`src/rtl/ad9833_sweep_seq.sv`:
```
// Frequency-sweep sequencer feeding ad9833if: one init write, then stepped tone
// writes with a programmable dwell, single-pass or looping.
module ad9833_sweep_seq #(
  parameter int unsigned DWELL_CYCLES = 50000000,
  parameter logic [15:0] CTRL_INIT    = 16'h2100,
  parameter logic [15:0] CTRL_RUN     = 16'h2000
) (
  input  logic        i_clk,
  input  logic        i_rst,
  input  logic        i_enable,
  input  logic        i_loop,
  input  logic [27:0] i_start_freq,
  input  logic [27:0] i_stop_freq,
  input  logic [27:0] i_step,
  input  logic        i_good_to_reset_go,
  input  logic        i_send_complete,
  output logic        o_go,
  output logic [15:0] o_control,
  output logic [27:0] o_freq,
  output logic        o_busy,
  output logic        o_sweep_done
);

  localparam int unsigned CW = $clog2(DWELL_CYCLES + 1);
  localparam logic [CW-1:0] DWELL_LAST = CW'(DWELL_CYCLES - 1);

  typedef enum logic [2:0] {
    S_IDLE, S_INIT_SEND, S_INIT_WAIT, S_TONE_SEND,
    S_TONE_WAIT, S_DWELL, S_STEP, S_DONE
  } state_t;

  state_t        state_q, state_d;
  logic          en_prev_q, en_prev_d;
  logic          go_q, go_d;
  logic [15:0]   control_q, control_d;
  logic [27:0]   freq_q, freq_d;
  logic [27:0]   start_q, start_d;
  logic [27:0]   stop_q, stop_d;
  logic [27:0]   step_q, step_d;
  logic [CW-1:0] cnt_q, cnt_d;
  logic          done_q, done_d;

  logic [28:0]   next_freq;
  logic          frame_end;
  logic          in_init;

  always_comb begin
    state_d   = state_q;
    en_prev_d = i_enable;
    go_d      = go_q;
    control_d = control_q;
    freq_d    = freq_q;
    start_d   = start_q;
    stop_d    = stop_q;
    step_d    = step_q;
    cnt_d     = cnt_q;
    done_d    = 1'b0;

    next_freq = {1'b0, freq_q} + {1'b0, step_q};
    in_init   = (state_q == S_INIT_SEND) || (state_q == S_INIT_WAIT);
    // An ack plus completion in the same SEND cycle ends the frame at once.
    frame_end = (((state_q == S_INIT_SEND) || (state_q == S_TONE_SEND)) &&
                 i_good_to_reset_go && i_send_complete) ||
                (((state_q == S_INIT_WAIT) || (state_q == S_TONE_WAIT)) &&
                 i_send_complete);

    case (state_q)
      S_IDLE: begin
        if (i_enable && !en_prev_q) begin
          start_d   = i_start_freq;
          stop_d    = i_stop_freq;
          step_d    = i_step;
          freq_d    = i_start_freq;
          control_d = CTRL_INIT;
          go_d      = 1'b1;
          state_d   = S_INIT_SEND;
        end
      end
      S_INIT_SEND, S_TONE_SEND: begin
        if (i_good_to_reset_go) begin
          go_d    = 1'b0;
          state_d = (state_q == S_INIT_SEND) ? S_INIT_WAIT : S_TONE_WAIT;
        end
      end
      S_DWELL: begin
        if (!i_enable) begin
          state_d = S_IDLE;
        end else if (cnt_q == DWELL_LAST) begin
          state_d = S_STEP;
        end else begin
          cnt_d = cnt_q + 1'b1;
        end
      end
      S_STEP: begin
        if (!i_enable) begin
          state_d = S_IDLE;
        end else if ((step_q != '0) && !next_freq[28] && (next_freq[27:0] <= stop_q)) begin
          freq_d  = next_freq[27:0];
          go_d    = 1'b1;
          state_d = S_TONE_SEND;
        end else if ((step_q != '0) && i_loop) begin
          freq_d  = start_q;
          go_d    = 1'b1;
          state_d = S_TONE_SEND;
        end else begin
          done_d  = 1'b1;
          state_d = S_DONE;
        end
      end
      S_DONE: begin
        if (!i_enable) state_d = S_IDLE;
      end
      default: ;
    endcase

    if (frame_end) begin
      go_d = 1'b0;
      if (!i_enable) begin
        state_d = S_IDLE;
      end else if (in_init) begin
        control_d = CTRL_RUN;
        go_d      = 1'b1;
        state_d   = S_TONE_SEND;
      end else begin
        cnt_d   = '0;
        state_d = S_DWELL;
      end
    end
  end

  always_ff @(posedge i_clk or posedge i_rst) begin
    if (i_rst) begin
      state_q   <= S_IDLE;
      en_prev_q <= 1'b1;
      go_q      <= 1'b0;
      control_q <= '0;
      freq_q    <= '0;
      start_q   <= '0;
      stop_q    <= '0;
      step_q    <= '0;
      cnt_q     <= '0;
      done_q    <= 1'b0;
    end else begin
      state_q   <= state_d;
      en_prev_q <= en_prev_d;
      go_q      <= go_d;
      control_q <= control_d;
      freq_q    <= freq_d;
      start_q   <= start_d;
      stop_q    <= stop_d;
      step_q    <= step_d;
      cnt_q     <= cnt_d;
      done_q    <= done_d;
    end
  end

  assign o_go         = go_q;
  assign o_control    = control_q;
  assign o_freq       = freq_q;
  assign o_busy       = (state_q != S_IDLE) && (state_q != S_DONE);
  assign o_sweep_done = done_q;

endmodule

```
`config.mk`:
```
export PLATFORM = sky130hd
export DESIGN_NAME = ad9833_sweep_seq
export DESIGN_NICKNAME = d
export VERILOG_FILES = /design/src/rtl/ad9833_sweep_seq.sv
export SDC_FILE = /design/constraint.sdc
export NUM_CORES = 1
export LEC_CHECK = 0
export BUFFER_PORTS_ARGS = -buffer_cell sky130_fd_sc_hd__buf_4
export CAP_MARGIN = 20
export CORE_ASPECT_RATIO = 0.6
export CORE_MARGIN = 2
export CORE_UTILIZATION = 25
export CTS_BUF_LIST = sky130_fd_sc_hd__clkbuf_8
export CTS_CLUSTER_DIAMETER = 60
export CTS_CLUSTER_SIZE = 10
export DETAILED_ROUTE_END_ITERATION = 16
export GPL_ROUTABILITY_DRIVEN = 0
export PLACE_DENSITY = 0.5
export SLEW_MARGIN = 20
export SYNTH_ARGS = -nofsm -noshare
export SYNTH_HDL_FRONTEND = slang
export SYNTH_SLANG_ARGS = --single-unit
```
`constraint.sdc`:
```
create_clock -name i_clk -period 4.9 [get_ports i_clk]
set_input_delay 0.98 -clock i_clk [delete_from_list [all_inputs] [get_ports i_clk]]
set_output_delay 0.98 -clock i_clk [all_outputs]
set_load 0.02 [all_outputs]
```
=== Yosys cells after proc, flatten, opt, wreduce, memory -nomap -nowiden ===
Cells that the tools add are included.

* Add/sub/neg operators: 2
* Reduce and logical (&&, ||, !) cells: 25
* Mux-type cells: 42
* Eq/ne operators: 18
* Magnitude comparators: 1

{| class="wikitable"
|+ Operators with widths
! operator !! count
|-
| $mux W26 || 6
|-
| $mux W28 || 4
|-
| $mux W16 || 5
|-
| $pmux W28 S2 || 1
|-
| $mux W3 || 12
|-
| $add A28 B28 Y29 || 1
|-
| $le A28 B28 Y1 || 1
|-
| $reduce_bool A28 Y1 || 1
|-
| $add A26 B1 Y26 const B || 1
|-
| $eq A26 B26 Y1 const B || 1
|-
| $ne A3 B3 Y1 const B || 6
|-
| $pmux W3 S5 || 1
|-
| $eq A3 B3 Y1 const B || 4
|-
| $mux W1 || 12
|-
| $reduce_and A5 Y1 || 2
|-
| $logic_and A1 B1 Y1 || 8
|-
| $ne A4 B4 Y1 const B || 2
|-
| $eq A3 B2 Y1 const B || 2
|-
| $reduce_bool A6 Y1 || 1
|-
| $logic_or A1 B1 Y1 || 4
|-
| $ne A2 B2 Y1 const B || 2
|-
| $reduce_and A4 Y1 || 1
|-
| $reduce_bool A4 Y1 || 1
|-
| $eq A3 B1 Y1 const B || 1
|-
| other kinds (7) || 8
|}

* Bits of input ports: 90
* Output and inout port bits: 47
* Register bits: 160

=== Depth between registers and ports, before layout ===
Gate-level depths: netlist of run 1.

* Depth after elaboration: 8
* Mapped depth: 23
* Depth with buffers taken out: 20

=== Least setup slack after synthesis of run 1 ===
Ideal clock, no wire load.

* Path kind: reg2reg
* Start: reg freq_q[0] (netlist: o_freq[0])
* End: reg freq_q[24] (netlist: o_freq[24])
* Stages on the path, launching flop included: 24
* Required time: 4775 ps
* Clock period less this slack: 4504 ps
* Arrival time: 4380 ps
* Buffers on the path: 3
* Setup slack: 396 ps
* Path through: dfrtp_1 ha_1 inv_1 fa_1 nand2b_1 a21o_1 a211oi_1 or3_1 buf_2 o21ai_0 mux2_2 nand2_1 ha_1 nand4_1 nor3_1 a221oi_1 nor3b_1 a31oi_1 a31o_1 buf_6 buf_2 a21oi_1 a21oi_1 mux2_2

* Word-level cells in the longest chain between the ends: 7
* Elaborated cells on any way between the ends: 10
* Those cells by class: 1 x add/sub; 1 x order compare; 1 x eq/ne; 3 x mux; 4 x reduce/logical

{| class="wikitable"
|+ Ends and longest elaborated chain
! item !! line !! source
|-
| start: declaration || 36 || <nowiki>logic [27:0] freq_q, freq_d;</nowiki>
|-
| start signal: assignment || 148 || <nowiki>freq_q <= freq_d;</nowiki>
|-
| $add A28 B28 Y29 (*) || 59 || <nowiki>next_freq = {1'b0, freq_q} + {1'b0, step_q};</nowiki>
|-
| parallel branches: the longest is 6 deep, another holds $le A28 B28 Y1 || - ||
|}

Mark *: on every way between the ends. The select of a mux whose other input is x is not followed.
A chain may end at the register's enable or synchronous reset.

=== Worst setup path in the final report of run 1 ===
* Start: reg step_q[0]
* End: reg freq_q[11] (netlist: o_freq[11])

* Word-level cells in the longest chain between the ends: 7
* Elaborated cells on any way between the ends: 12
* Those cells by class: 1 x add/sub; 1 x order compare; 1 x eq/ne; 3 x mux; 6 x reduce/logical

{| class="wikitable"
|+ Ends and longest elaborated chain
! item !! line !! source
|-
| start: declaration || 39 || <nowiki>logic [27:0] step_q, step_d;</nowiki>
|-
| start signal: assignment || 151 || <nowiki>step_q <= step_d;</nowiki>
|-
| parallel branches: the longest is 7 deep, another holds $add A28 B28 Y29 || - ||
|}

Several ways; the timed one is not identified. The select of a mux whose other input is x is not followed.

==> results of run 1 <==
Yosys cell counts (2+ instances only):
cell	count	area [sq um]
o21ai_1	2	10.0
nor4_1	11	68.8
nand3_1	18	90.1
o21bai_1	2	15.0
a31oi_1	7	43.8
or2_2	3	18.8
and3_1	4	25.0
and3b_1	2	17.5
xnor2_1	23	201
and2_1	17	106
nor3b_1	4	30.0
xor2_1	23	201
nor2_1	72	270
a21oi_1	58	290
mux2i_1	24	240
a311oi_1	2	17.5
buf_1	2	7.51
nand3b_1	3	22.5
or3_1	3	18.8
nand2b_1	9	56.3
buf_6	2	22.5
inv_1	43	161
o31ai_1	3	22.5
a41oi_1	2	17.5
nor3_1	12	60.1
o211ai_1	7	52.6
a211oi_1	31	233
nor2b_1	8	50.1
a221o_1	2	20.0
a21o_1	34	255
dfrtp_1	159	3980
clkbuf_1	41	154
ha_1	57	713
a22o_1	4	35.0
nand4_1	20	125
nand2_1	238	893
buf_2	5	25.0
o21a_1	5	37.5
o21ai_0	55	275
a21bo_2	2	20.0
and4_1	6	52.6
mux2_2	4	45.0
worst max-delay path, cell delays in order, from the launching register on:
cell and delay (ps):
dfrtp_1 420, ha_4 180, inv_1 70, fa_2 210, nand2b_1 130, a21o_1 210
a211oi_2 90, or3_4 420, a211oi_1 230, buf_4 160, xnor2_2 130, ha_1 280
buf_4 140, a21oi_1 130, nand2_1 60, a221oi_1 300, nor3b_2 300, a31oi_2 140
a311oi_1 220, buf_4 190, nor2_4 40, buf_12 180, buf_12 160, a211oi_1 200
a21o_1 110
layer usage:
layer / GRT usage / part of all wire
met3: 0.0547 / 0.080
met2: 0.201 / 0.38
met4: 0.0389 / 0.014
met1: 0.256 / 0.53
met5: 0 / 0
logic make-up (layout without fill, tap and decap cells):
group,after synthesis,count (layout),synth area share
AO/OA/AOI/OAI,230,230,0.159
XOR/XNOR,46,46,0.0436
adder cells (fa/ha/maj),58,58,0.0794
buffers and inverters,94,271,0.0409
flip-flops,160,160,0.434
multiplexers,28,28,0.0309
other,0,1,0
AND/OR/NAND/NOR,436,437,0.212
cell type report:
class / count / share of cell area
diodes: 1 / 0.000211
clock buffers: 19 / 0.0221
clock inverters: 13 / 0.0115
inverters: 43 / 0.0139
multi-input cells: 799 / 0.431
flip-flops and latches: 160 / 0.338
well taps: 476 / 0.0502
repair buffers: 196 / 0.133
layout by cell type (no fill, tap or decap), types with 5 or more instances in the layout:
master	n
nor4_1	10
a211oi_2	16
a211oi_1	15
xor2_1	23
o21a_1	5
nand2_1	237
nor3_1	12
nand3_1	18
a21o_1	34
a21oi_1	56
nor2_1	69
buf_12	8
nand4_1	20
nor2b_1	7
dfrtp_1	158
o21ai_1	5
xnor2_1	21
inv_1	44
o211ai_1	7
ha_1	50
o21ai_0	51
and2_1	17
buf_4	188
nand2b_1	9
clkbuf_8	19
and4_1	6
mux2i_1	24
repair_timing:
item                       CTS  global route
setup buffers                2             4
cloned                       1             0
pin swaps                    2            11
gates resized for setup      3            44
setup endpoints to repair   23            31
worst max path at each step:
| stage | start | end | slack, ps | cells past startpoint |
|---|---|---|---|---|
| final | step_q[0]$_DFFE_PP0P_ | o_freq[11]$_DFFE_PP0P_ | 120 | 24 |
| after floorplan | o_freq[0]$_DFFE_PP0P_ | o_freq[24]$_DFFE_PP0P_ | 400 | 23 |
| after global routing | step_q[0]$_DFFE_PP0P_ | o_freq[11]$_DFFE_PP0P_ | -30 | 24 |
| after global placement | o_freq[0]$_DFFE_PP0P_ | o_freq[7]$_DFFE_PP0P_ | 50 | 21 |
| after detailed placement | o_freq[5]$_DFFE_PP0P_ | o_freq[7]$_DFFE_PP0P_ | -130 | 19 |
| after CTS | o_freq[0]$_DFFE_PP0P_ | o_freq[0]$_DFFE_PP0P_ | 10 | 23 |
flip-flops by register name, indices dropped and copies added, names as in the netlist:
signal	flops
o_freq	28
state_q	3
stop_q	28
cnt_q	26
en_prev_q	1
o_control	16
start_q	28
o_go	1
o_sweep_done	1
step_q	28
through the flow:
stage	util	hold slack (ps)
after floorplan	-	445
after global placement	0.306	454
after detailed placement	0.306	456
after CTS	0.318	477
after global routing	0.326	477
final	0.326	471
report_power, final:
| group | switching [mW] | internal, mW |
|---|---|---|
| Sequential | 0.467 | 1.79 |
| Clock | 0.534 | 0.480 |
| Combinational | 3.48 | 2.62 |
| Total | 4.48 | 4.89 |
==> results.json, run 1 <==
{
  "status": "finished clean",
  "hp-start": "o_control[13]$_DFF_PP0_",
  "synth_edf_count": 0,
  "clockBufferDepth": 2,
  "root_buffer": "clkbuf_8",
  "drive_above_1_share": 0.231,
  "arrival_ps": 5210,
  "synthFlopType": "dfrtp_1",
  "groute.usage.overall": 0.161,
  "ys_types": 65,
  "finalSetupViolCount": 0,
  "min_path_type": "flop to flop",
  "drv_slew": 0,
  "route.detailed.drc": 0,
  "die_y_um": 153,
  "dpl_cell_area_sq_mm": 0.0111,
  "hold_depth": 1,
  "via_count": 8140,
  "powerDensity_mw_per_mm2": 790,
  "row_count": 54,
  "hold_buffers": 0,
  "cts_tree": "yes",
  "stdcell_count": 1707,
  "grt_max_degree": 77,
  "via_per_inst": 4.77,
  "worst_slew_pin_slew_ps": 688,
  "seq_area_frac_synth": 0.434,
  "final_antenna_net_count": 0,
  "clk_latency_ps": 500,
  "die_w_um": 252,
  "cp_max_fo": 19,
  "antenna_found_initial": 1,
  "netlist_instances": 1052,
  "syn_to_final_growth_pct": 28.4,
  "synth_seq_cells": 160,
  "grt_pass1_vias": 7787,
  "p_leak_nw": 5.76,
  "drtIter0Drc": 588,
  "clock_skew_ps": 20.3,
  "core_area_sq_mm": 0.0363,
  "start_kind": "flop",
  "synth_area_sq_mm": 0.00923,
  "hpwl_um": 23500,
  "reg2regPathDepth": 24,
  "end_kind": "flop",
  "gr-total-overflow": 0,
  "clkSinkCount": 160,
  "post-place-ws_ps": -125,
  "crit_type": "flop to flop",
  "regToRegStartpoint": "step_q[0]$_DFFE_PP0P_",
  "fillers": 3776,
  "num-nets-final": 1365,
  "ys_async_sr_fraction": 1.00,
  "final_area_sq_mm": 0.0119,
  "synth_nets": 1200,
  "r2r_end": "o_freq[11]$_DFFE_PP0P_",
  "grt_pass1_wl_um": 46800,
  "multiInputGateArea_sq_mm": 0.00511,
  "dieArea_sq_mm": 0.0385,
  "drt_wl_total_um": 31100,
  "hold_end": "o_control[13]$_DFF_PP0_",
  "min_period_ps": 4780,
  "dr.pass1.iters": 5,
  "syn_area_per_cell_sq_um": 8.78,
  "maxCapViolCount": 0,
  "htreeDepth": 4,
  "area.sequential_sq_mm": 0.00401,
  "cp_data_required_time_ps": 5330,
  "wire_per_inst_um": 18.2,
  "place_inst": 1665,
  "hold_viol": 0,
  "numCtsBuffers": 17,
  "synth-warning-count": 0,
  "setup_slack_ps": 122,
  "start_util": 0.254,
  "io_buffers": 136,
  "fmax_mhz": 209,
  "reg2reg_slack_ps": 120,
  "total_power_mw": 9.36,
  "clk_pin_slew_ps": 100,
  "period_share": 0.975,
  "io_pins": 137,
  "relSlewSlack": 0.536,
  "finalSetupTns_ps": 0,
  "vdd_ir_drop_max_mv": 0.580
}
(Power assumes the default switching activity.)
==> run 2: changes to the inputs <==
BUFFER_PORTS_ARGS = default   (was -buffer_cell sky130_fd_sc_hd__buf_4)
CORE_MARGIN = default   (was 2)
DONT_BUFFER_PORTS = 1   (was default)
PLACE_DENSITY = 0.47   (was 0.5)
==> run 2 against run 1 <==
Effect of this change: total power is 0.28% lower; wire length is 0.98% lower; sequential power is 5% higher; worst hold slack improved by 14 ps; sequential share of layout area is 3.5 points higher; clock skew is 3.9 ps lower; core utilization down 3.0 points; global-route usage grew 0.15 points; final cell count shrank 8.7%; non-clock buffer count shrank 147.
==> results.json, run 2 (synthesized netlist as in run 1, its figures left out) <==
{
  "status": "finished clean",
  "via_per_inst": 4.90,
  "syn_to_final_growth_pct": 16.5,
  "hold_viol": 0,
  "worst_slew_pin_slew_ps": 989,
  "gr-total-overflow": 0,
  "htreeDepth": 4,
  "p_int_mw": 4.79,
  "min_path_type": "input pin to flop",
  "hp-start": "i_enable",
  "die_w_um": 250,
  "reg2regPathDepth": 22,
  "dr.pass1.iters": 7,
  "pwr-share-seq": 0.253,
  "drt_wl_total_um": 30800,
  "start_util": 0.254,
  "cp_data_required_time_ps": 5270,
  "mostFrequentLayoutCells": "237 x nand2_1, 156 x dfrtp_1, 69 x nor2_1",
  "via_count": 7640,
  "reg2reg_slack_ps": 160,
  "crit_buf_inv": 4,
  "io_buffers": 0,
  "p_sw_frac": 0.487,
  "clockBufferDepth": 2,
  "groute.usage.overall": 0.163,
  "root_buffer": "clkbuf_8",
  "powerDensity_mw_per_mm2": 868,
  "die_y_um": 151,
  "maxCapViolCount": 0,
  "cp_max_fo": 8,
  "route.detailed.drc": 0,
  "crit_type": "flop to flop",
  "relSlewSlack": 0.340,
  "hpwl_um": 23100,
  "vdd_ir_drop_max_mv": 0.471,
  "dpl_cell_area_sq_mm": 0.0100,
  "clkSinkCount": 160,
  "hold_end": "en_prev_q$_DFF_PP1_",
  "place_inst": 1519,
  "antenna_found_initial": 0,
  "combPwrFrac": 0.638,
  "clk_latency_ps": 490,
  "fillers": 3876,
  "power.switching_mw": 4.55,
  "multiInputGateArea_sq_mm": 0.00514,
  "clock_skew_ps": 16.4,
  "final_antenna_net_count": 0,
  "drtIter0Drc": 623,
  "io_pins": 137,
  "r2r_end": "o_freq[25]$_DFFE_PP0P_",
  "min_period_ps": 4740,
  "p_leak_nw": 5.04,
  "crit_chain": "ha_4 -> inv_1 -> fa_2 -> nand2b_4 -> a21o_1 -> a211oi_2 -> or3_4 -> o21ai_0 -> buf_4 -> mux2_2 -> nand2_1 -> ha_1 -> nand4_1 -> buf_4 -> nor4_4 -> o41ai_2 -> a31oi_2 -> a31o_4 -> buf_12 -> mux2i_4 -> a211oi_2 -> a221o_1",
  "drv_slew": 0,
  "final_common_cell": "nand2_1",
  "grt_max_degree": 161,
  "hold_depth": 0,
  "start_kind": "flop",
  "grt_pass1_wl_um": 45500,
  "regToRegStartpoint": "step_q[0]$_DFFE_PP0P_",
  "grt_pass1_vias": 6962,
  "end_kind": "flop",
  "crit_slowest_cell": "dfrtp_1",
  "dieArea_sq_mm": 0.0377,
  "fmax_mhz": 211,
  "stdcell_count": 1558,
  "finalSetupTns_ps": 0,
  "arrival_ps": 5110,
  "period_share": 0.967,
  "timing.hold.ws_ps": 484,
  "cpPeakStageDelay_ps": 410,
  "numCtsBuffers": 17,
  "drive_above_1_share": 0.129,
  "area.sequential_sq_mm": 0.00401,
  "num-nets-final": 1217,
  "critPathTopFamily": "compound AO/OA/AOI/OAI gates",
  "clk_pin_slew_ps": 100,
  "row_count": 54,
  "p_clk_frac": 0.109,
  "wire_per_inst_um": 19.8,
  "diodes": 0,
  "core_area_sq_mm": 0.0363,
  "finalSetupViolCount": 0,
  "final_util": 0.296,
  "cts_tree": "yes",
  "final_area_sq_mm": 0.0108
}
==> run 2: changes by cell type in the layout (fill, tap and decap cells not counted), sizes merged <==
cell / delta
buf: -148
nor2: -1
diode: -1
clkinv: +2
clkbuf: -1
==> run 2: power groups by stage <==
stage | clock network, mW | registers [mW] | logic [mW]
finish | 1.02 | 2.36 | 5.96
global placement | 0 | 2.35 | 5.21
floorplan | 0 | 2.18 | 3.62
detailed placement | 0 | 2.35 | 5.25
CTS | 1.06 | 2.33 | 5.34
global route | 1.11 | 2.42 | 6.49
==> run 2: routing by layer <==
| metal | share of wire | global-route usage |
|---|---|---|
| met1 | 0.54 | 0.263 |
| met5 | 0 | 0 |
| met2 | 0.36 | 0.186 |
| met3 | 0.092 | 0.0641 |
| met4 | 0.0097 | 0.0414 |
==> run 2: worst max path at each step <==
stage,from,to,slack (ps),depth (start not counted)
6_report,step_q[0]$_DFFE_PP0P_,o_freq[25]$_DFFE_PP0P_,160,22
2_1_floorplan,o_freq[0]$_DFFE_PP0P_,o_freq[24]$_DFFE_PP0P_,400,23
3_3_place_gp,o_freq[16]$_DFFE_PP0P_,o_freq[26]$_DFFE_PP0P_,-100,18
4_1_cts,o_freq[16]$_DFFE_PP0P_,o_freq[25]$_DFFE_PP0P_,8,18
3_5_place_dp,step_q[0]$_DFFE_PP0P_,o_freq[26]$_DFFE_PP0P_,-180,21
5_1_grt,step_q[0]$_DFFE_PP0P_,o_freq[25]$_DFFE_PP0P_,-30,22
==> run 2: repair_timing <==
action | 4_1_cts | 5_1_grt
endpoints found under the setup margin | 24 | 32
cloned | 0 | 1
pin swaps | 1 | 12
hold buffers | 0 | 0
buffers inserted | 0 | 6
gates resized for setup | 8 | 43
==> run 2: through the flow <==
stage	setup WS [ps]	total power, mW
2_1_floorplan	396	5.80
3_3_place_gp	-98.3	7.56
3_5_place_dp	-183	7.60
4_1_cts	7.65	8.73
5_1_grt	-26.5	10.0
6_report	160	9.34
==> run 2: area by class of cell <==
| type | instances | area share |
|---|---|---|
| multi-input cells | 798 | 0.478 |
| clock buffers | 17 | 0.0218 |
| clock inverters | 15 | 0.0150 |
| flip-flops and latches | 160 | 0.373 |
| inverters | 43 | 0.0154 |
| repair buffers | 49 | 0.0420 |
| well taps | 476 | 0.0554 |
==> run 3: changes to the inputs <==
CORE_ASPECT_RATIO = 1.2   (was 0.6)
TNS_END_PERCENT = 10   (was default)
==> run 3 against run 2 <==
Effect of this change: core utilization is 0.36 points lower; final cell count down 0.19%; maximum frequency increased by 0.98%; setup slack improved by 46 ps; total power shrank 8.6%; critical path depth is 1 lower; critical path type unchanged; critical endpoint is now o_freq[21]$_DFFE_PP0P_; global-route usage is 1.0 points lower; clock power about the same; combinational power shrank 11%; clock-buffer cell count rose by 4; non-clock buffer count increased by 5.
==> results.json, run 3 (synthesized netlist as in run 1, its figures left out) <==
{
  "crit_chain": "ha_2 -> inv_1 -> fa_1 -> nand2b_1 -> a21o_1 -> a211oi_2 -> or3_4 -> buf_4 -> a211oi_1 -> xnor2_1 -> ha_1 -> nand4_1 -> buf_4 -> a211oi_1 -> nor3b_2 -> a31oi_1 -> a31o_2 -> buf_4 -> mux2i_1 -> o21ai_1 -> mux2_2",
  "clk_pin_slew_ps": 110,
  "crit_buf_inv": 4,
  "htreeDepth": 4,
  "critPathTopFamily": "compound AO/OA/AOI/OAI gates",
  "powerDensity_mw_per_mm2": 808,
  "gr-total-overflow": 0,
  "cp_max_fo": 8,
  "maxCapViolCount": 0,
  "timing.hold.ws_ps": 384,
  "wire_per_inst_um": 18.0,
  "cp_data_required_time_ps": 5270,
  "p_clk_frac": 0.116,
  "dr.pass1.iters": 5,
  "numCtsBuffers": 17,
  "clockBufferDepth": 2,
  "die_y_um": 213,
  "period_share": 0.958,
  "final_area_sq_mm": 0.0106,
  "crit_path_frequent_cell": "buf_4",
  "wl_met2_um": 13200,
  "io_pins": 137,
  "top_layer_used": "met5",
  "drt_wl_total_um": 28000,
  "diodes": 0,
  "rsz0062_at_grt": "no",
  "finalSetupTns_ps": 0,
  "root_buffer": "clkbuf_8",
  "final_antenna_net_count": 0,
  "end_kind": "flop",
  "dieArea_sq_mm": 0.0377,
  "cts_tree": "yes",
  "die_w_um": 177,
  "clock_skew_ps": 30.8,
  "hold_viol": 0,
  "p_int_mw": 4.51,
  "fmax_mhz": 213,
  "wl_met1_um": 12200,
  "status": "finished clean",
  "arrival_ps": 5060,
  "pwr-share-seq": 0.263,
  "grt_max_degree": 69,
  "core_area_sq_mm": 0.0361,
  "clk_latency_ps": 500,
  "io_buffers": 0,
  "final_common_cell": "nand2_1",
  "drive_above_1_share": 0.106,
  "fillers": 3862,
  "min_period_ps": 4690,
  "p_sw_frac": 0.472,
  "power.switching_mw": 4.03,
  "via_per_inst": 4.81,
  "relSlewSlack": 0.390,
  "dpl_cell_area_sq_mm": 0.0100,
  "combPwrFrac": 0.621,
  "min_path_type": "input pin to async pin",
  "grt_pass1_vias": 7458,
  "p_leak_nw": 5.02,
  "vdd_ir_drop_max_mv": 0.403,
  "crit_type": "flop to flop",
  "clkSinkCount": 160,
  "groute.usage.overall": 0.153,
  "syn_to_final_growth_pct": 14.4,
  "wl_met3_um": 1990,
  "row_count": 76,
  "drv_slew": 0,
  "route.detailed.drc": 0,
  "worst_slew_pin_slew_ps": 915,
  "num-nets-final": 1222,
  "antenna_found_initial": 2,
  "crit_slowest_cell": "fa_1",
  "start_kind": "flop",
  "finalSetupViolCount": 0,
  "cpPeakStageDelay_ps": 390,
  "hpwl_um": 21200,
  "via_count": 7481,
  "grt_pass1_wl_um": 43300,
  "start_util": 0.256,
  "mostFrequentLayoutCells": "237 x nand2_1, 159 x dfrtp_1, 69 x nor2_1",
  "drtIter0Drc": 402
}
-- run 3: cell count changes in the layout (fill, tap and decap cells not counted), sizes merged --
cell and delta:
buf +6, clkinv -4, clkinvlp +2, inv -1, clkbuf +3, bufinv -1
-- run 3: worst register-to-register path: stages, from the launching register on --
cell      delay, ps
dfrtp_1         380
ha_2            200
inv_1            50
fa_1            390
nand2b_1        180
a21o_1          200
a211oi_2        290
or3_4           190
buf_4           130
a211oi_1         80
xnor2_1         300
ha_1            230
nand4_1         180
buf_4           200
a211oi_1        280
nor3b_2          80
a31oi_1         220
a31o_2          230
buf_4           230
mux2i_1         200
o21ai_1          80
mux2_2          260
-- run 3: timing repair --
action | 4_1_cts | 5_1_grt
hold buffers | 0 | 0
gates resized for setup | 2 | 12
pin swaps | 0 | 9
endpoints found under the setup margin | 1 | 31
hold endpoints to repair | 0 | 0
buffers inserted | 0 | 8
-- run 3: final cells by class --
type | instances | area [sq um] | share of cell area
clock inverter | 11 | 90.1 | 0.00853
tap | 468 | 586 | 0.0554
inverter | 43 | 165 | 0.0156
sequential | 160 | 4010 | 0.379
timing repair buffer | 54 | 475 | 0.0450
clock buffer | 21 | 289 | 0.0274
multi-input combinational | 798 | 4950 | 0.469
-- run 3: per-layer routing --
layer,up-vias,track usage
met5,-,0
met4,4,0.0528
met3,30,0.0497
met2,170,0.250
met1,3595,0.187
li1,3682,-
-- run 3: path summary, 6_finish.rpt --
path                                         startpoint                 endpoint  slack (ps)  cells after the start
worst max-delay path              step_q[0]$_DFFE_PP0P_   o_freq[21]$_DFFE_PP0P_         210                     21
worst min-delay path                              i_rst    o_freq[9]$_DFFE_PP0P_         380                      1
worst max register to register    step_q[0]$_DFFE_PP0P_   o_freq[21]$_DFFE_PP0P_         210                     21
worst min register to register  start_q[25]$_DFFE_PP0P_  start_q[25]$_DFFE_PP0P_         480                      2
max in group asynchronous                         i_rst  start_q[20]$_DFFE_PP0P_        3220                      2
min in group i_clk              start_q[25]$_DFFE_PP0P_  start_q[25]$_DFFE_PP0P_         480                      2
-- run 3: through the flow --
stage | setup WS, ps | util | power (mW) | instances
after floorplan | 396 | - | 5.80 | 1052
after global placement | 127 | 0.277 | 7.31 | 1514
after detailed placement | 28.1 | 0.278 | 7.38 | 1515
after CTS | 43.2 | 0.289 | 8.42 | 1547
after global routing | 3.57 | 0.292 | 9.29 | 1555
final | 206 | 0.292 | 8.54 | 1555
-- run 3: power groups by stage --
stage          sequential [mW]  combinational, mW  clock (mW)
5_1_grt                   2.32               5.88        1.09
2_1_floorplan             2.18               3.62           0
6_report                  2.24               5.30       0.993
4_1_cts                   2.26               5.13        1.03
3_3_place_gp              2.28               5.03           0
3_5_place_dp              2.28               5.10           0
